$ cat config.mk
export PLATFORM = sky130hd
export DESIGN_NAME = press_classifier
export DESIGN_NICKNAME = d
export VERILOG_FILES = /design/src/rtl/press_classifier.sv
export SDC_FILE = /design/constraint.sdc
export NUM_CORES = 1
export LEC_CHECK = 0
export ABC_AREA = 1
export ABC_CLOCK_PERIOD_IN_PS = 3190
export CAP_MARGIN = 20
export CORE_MARGIN = 5
export CORE_UTILIZATION = 45
export DETAILED_ROUTE_END_ITERATION = 16
export PLACE_DENSITY = 0.75
export RECOVER_POWER = 25
export SLEW_MARGIN = 25
export SYNTH_ARGS = -nofsm -noshare
export SYNTH_HDL_FRONTEND = slang
export SYNTH_SLANG_ARGS = --single-unit
$ cat constraint.sdc
create_clock -name clock -period 3.19 [get_ports clock]
set_input_delay 0.638 -clock clock [delete_from_list [all_inputs] [get_ports clock]]
set_output_delay 0.638 -clock clock [all_outputs]
set_load 0.02 [all_outputs]
$ cat src/rtl/press_classifier.sv
// press_classifier: classifies debounced button edges into short, long and
// double press gestures. It also keeps a running gesture count and a busy flag.
module press_classifier #(
  parameter int LONG_CYCLES = 16,
  parameter int GAP_CYCLES  = 8,
  parameter int COUNT_WIDTH = 8
) (
  input  logic                   clock,
  input  logic                   reset,
  input  logic                   rise,
  input  logic                   fall,
  output logic                   short_press,
  output logic                   long_press,
  output logic                   double_press,
  output logic                   busy,
  output logic [COUNT_WIDTH-1:0] event_count
);

  localparam int MAX_CYCLES = (LONG_CYCLES > GAP_CYCLES) ? LONG_CYCLES : GAP_CYCLES;
  localparam int TW         = $clog2(MAX_CYCLES + 1);
  localparam logic [TW-1:0] TIMER_MAX = {TW{1'b1}};
  localparam logic [TW-1:0] LONG_LAST = TW'(LONG_CYCLES - 1);
  localparam logic [TW-1:0] GAP_LAST  = TW'(GAP_CYCLES - 1);

  typedef enum logic [2:0] {
    IDLE,
    PRESSED,
    LONG_HELD,
    WAIT_SECOND,
    SECOND_PRESSED
  } state_t;

  state_t        state;
  state_t        state_next;
  logic [TW-1:0] timer;
  logic          short_next;
  logic          long_next;
  logic          double_next;
  logic          rise_valid;
  logic          fall_valid;

  // A simultaneous rise and fall carries no usable information, so both are dropped.
  assign rise_valid = rise & ~fall;
  assign fall_valid = fall & ~rise;

  // State register and per-state timer. The timer restarts on every state change
  // and saturates at its maximum value.
  always_ff @(posedge clock or posedge reset) begin
    if (reset) begin
      state <= IDLE;
      timer <= '0;
    end else begin
      state <= state_next;
      if (state_next != state)
        timer <= '0;
      else if (timer != TIMER_MAX)
        timer <= timer + TW'(1);
    end
  end

  // Next-state and gesture decisions.
  always_comb begin
    state_next  = state;
    short_next  = 1'b0;
    long_next   = 1'b0;
    double_next = 1'b0;
    case (state)
      IDLE: begin
        if (rise_valid)
          state_next = PRESSED;
      end
      PRESSED: begin
        // When a release lands on the threshold cycle, the long threshold takes priority.
        if (timer == LONG_LAST) begin
          long_next  = 1'b1;
          state_next = LONG_HELD;
        end else if (fall_valid) begin
          state_next = WAIT_SECOND;
        end
      end
      LONG_HELD: begin
        if (fall_valid)
          state_next = IDLE;
      end
      WAIT_SECOND: begin
        // A second press on the last gap cycle still counts as a double press.
        if (rise_valid) begin
          state_next = SECOND_PRESSED;
        end else if (timer == GAP_LAST) begin
          short_next = 1'b1;
          state_next = IDLE;
        end
      end
      SECOND_PRESSED: begin
        // A release on the threshold cycle goes to IDLE because the button is already up.
        if (fall_valid) begin
          double_next = 1'b1;
          state_next  = IDLE;
        end else if (timer == LONG_LAST) begin
          double_next = 1'b1;
          state_next  = LONG_HELD;
        end
      end
      default: state_next = IDLE;
    endcase
  end

  // Registered gesture pulses, busy decode and gesture counter.
  always_ff @(posedge clock or posedge reset) begin
    if (reset) begin
      short_press  <= 1'b0;
      long_press   <= 1'b0;
      double_press <= 1'b0;
      busy         <= 1'b0;
      event_count  <= '0;
    end else begin
      short_press  <= short_next;
      long_press   <= long_next;
      double_press <= double_next;
      busy         <= (state_next != IDLE);
      if (short_next | long_next | double_next)
        event_count <= event_count + COUNT_WIDTH'(1);
    end
  end

endmodule
==> impl_metrics.toml <==
[cts]
clk_latency_ns = 0.30
numCtsBuffers = 3
cts_setup_buffers = 0
cts_resized = 0
clockBufferDepth = 2
cts_hold_buf = 0
root_buffer = "clkbuf_4"
cts_tree = "built"
cts_max_level = 1
cts.sinks = 20
cts.clk_slew.worst_paths_ns = 0.11

[yosys]
syn_nets = 135
yosysSeqAreaShare_pct = 46.6
syn_inst = 126
async_reset_ff_share_pct = 100
synth_cell_types = 19
synth_edf_count = 0
synthTopCellsByCount = "inv_1 (23), nor2_1 (22), nand2_1 (21), dfrtp_1 (20), xor2_1 (9)"
yosysMostFrequentCell = "inv_1"
synth_top_area_share_pct = 46.6
synth-seq-cells = 20
netlist_top_cells_area = "dfrtp_1 (47%), inv_1 (8.0%), nor2_1 (7.7%)"
yosys.area.top_type = "dfrtp_1"
synth_ff_type = "dfrtp_1"
yosysWarnings = 0
syn_area_per_cell_um2 = 8.53
syn_area_um2 = 1070

[die]
die_w_um = 58.9
die_area_um2 = 3470
core.rowCount = 17
die_height_um = 58.9
core_area_um2 = 2250
num_io_pins = 16
initial_core_util_pct = 47.7

[place]
postPlaceCellArea_um2 = 1260
port_buffers = 15
gp_congestion = 0.870
placedCellCount = 169
hpwl_um = 1560

[critical_path]
cp-end-kind = "output port"
critPathBufInv = 1
cp_max_fo = 4
path_class = "reg -> out"
path_cells = "clkdlybuf4s50_1"
critPathArrivalTime_ns = 1.36
path_delay_family = "buffers and inverters"
slowest_stage = "clkdlybuf4s50_1"
cp_slowest_stage_delay_ns = 0.63
crit_path_start_kind = "flip-flop"
required_ns = 2.55

[sta]
hold_viol_final = 0
period_share_pct = 62.6
clock.fmax_ghz = 0.501
setup_viol = 0
finalClockSkew_ns = 0.00931
worst_pin_slew_ns = 0.762
fin_tns_setup_ns = 0
slew_viol_final = 0
relSlewSlack_pct = 49.2
rsz0062_at_grt = "no"
fin_crit_ns = 2.00

[route]
ant_nets = 0
drtPass1Iterations = 4
drc = 0
drt_iter0_markers = 8
wire_per_inst_um = 11.4
routed_via_density = 4.75
vias = 822
totalWireLength_um = 1970

[finish]
fillers = 229
final_cells = 173
area_growth_pct = 21.7
drive_gt1_share_pct = 8.28
multiInputGateArea_um2 = 483
final_core_util_pct = 58.0
postLayoutCellArea_um2 = 1310
seqCellArea_um2 = 500
diodes = 0
fin_nets = 155

[global_routing]
grt_pass1_wl_um = 3510
antenna_found_initial = 0
grt_overflow = 0
grt_max_degree = 21
grt_pass1_vias = 799
grt_usage_pct = 13.2

[min_path]
min_path_type = "reg -> reg"

[run_status]
status = "completed"

[run]
drv_cap = 0

[power]
peakVddDrop_mv = 0.445
power.leakage_uw = 0.000677
pwr_density_cell_nw_per_um2 = 660
registers in the layout, summed over array words and instances (netlist names):
| register | count |
|---|---|
| event_count | 8 |
| busy | 1 |
| timer | 5 |
| double_press | 1 |
| short_press | 1 |
| state | 3 |
| long_press | 1 |
where the power goes:
group / internal (uW) / total [uW] / switching (uW)
clock: 127 / 204 / 77.1
combinational: 124 / 299 / 175
sequential: 306 / 360 / 54.8
total: 557 / 864 / 307
worst reg2reg max path, cell delays in order, from the launching register on:
cell and delay, ns:
dfrtp_1 0.42, ha_1 0.22, nand2_1 0.09, nor2_1 0.07, ha_1 0.23, o21ai_0 0.17
nor2_1 0.06, nor2_1 0.14, nand2_1 0.10, nand2_1 0.08, nand4_2 0.13, nor2_1 0.14
worst paths after layout:
path	from	to	slack, ns	cells after the start
max	event_count[4]	event_count[4]	1.19	1
max in group asynchronous	reset	timer[2]	1.82	2
min in group asynchronous	reset	event_count[4]	0.89	2
max reg2reg	timer[0]	timer[1]	1.26	11
min	event_count[0]	event_count[0]	0.54	1
min reg2reg	event_count[0]	event_count[0]	0.54	1
routing by layer:
metal  vias up  track usage (%)  wire [um]
li1        424                -          -
met1       382             16.1        877
met2        14             22.2        978
met3         2             4.17         96
met4         0             3.88         14
met5         -                0          0
area by class of cell:
| type | count | share of cell area (%) |
|---|---|---|
| multi-input combinational | 83 | 36.9 |
| clock inverter | 1 | 2.30 |
| timing repair buffer | 15 | 11.5 |
| inverter | 23 | 6.60 |
| tap | 28 | 2.68 |
| clock buffer | 3 | 1.72 |
| sequential | 20 | 38.3 |
cells in the final DEF (no fill, tap or decap):
master and instances:
nor3b_1 1, mux2i_1 1, inv_1 23, dfrtp_1 20
nand4_2 1, clkdlybuf4s50_1 14, nand4_1 3, bufinv_16 1
nand3_4 1, dlygate4sd3_1 1, nand2_2 2, xor2_1 9
o21ai_2 1, clkbuf_4 3, nand2_1 21, xnor2_1 1
nand3_1 3, o21ai_0 7, nand3b_1 2, ha_1 5
nor2_2 3, nor2_1 22
through the flow:
stage / hold slack, ns / power, uW / setup slack [ns]
floorplan: 0.520 / 572 / 1.51
global placement: 0.505 / 660 / 1.13
detailed placement: 0.521 / 667 / 1.09
CTS: 0.537 / 878 / 1.17
global route: 0.568 / 938 / 1.01
finish: 0.536 / 864 / 1.19
cell families after synthesis:
group / synth area share [%]
AND/OR/NAND/NOR: 26.4
buffers and inverters: 8.03
flip-flops: 46.6
XOR/XNOR: 8.15
AO/OA/AOI/OAI: 4.07
adder cells (fa/ha/maj): 5.82
multiplexers: 0.931
Note: power is estimated with default switching activity, not from simulation.
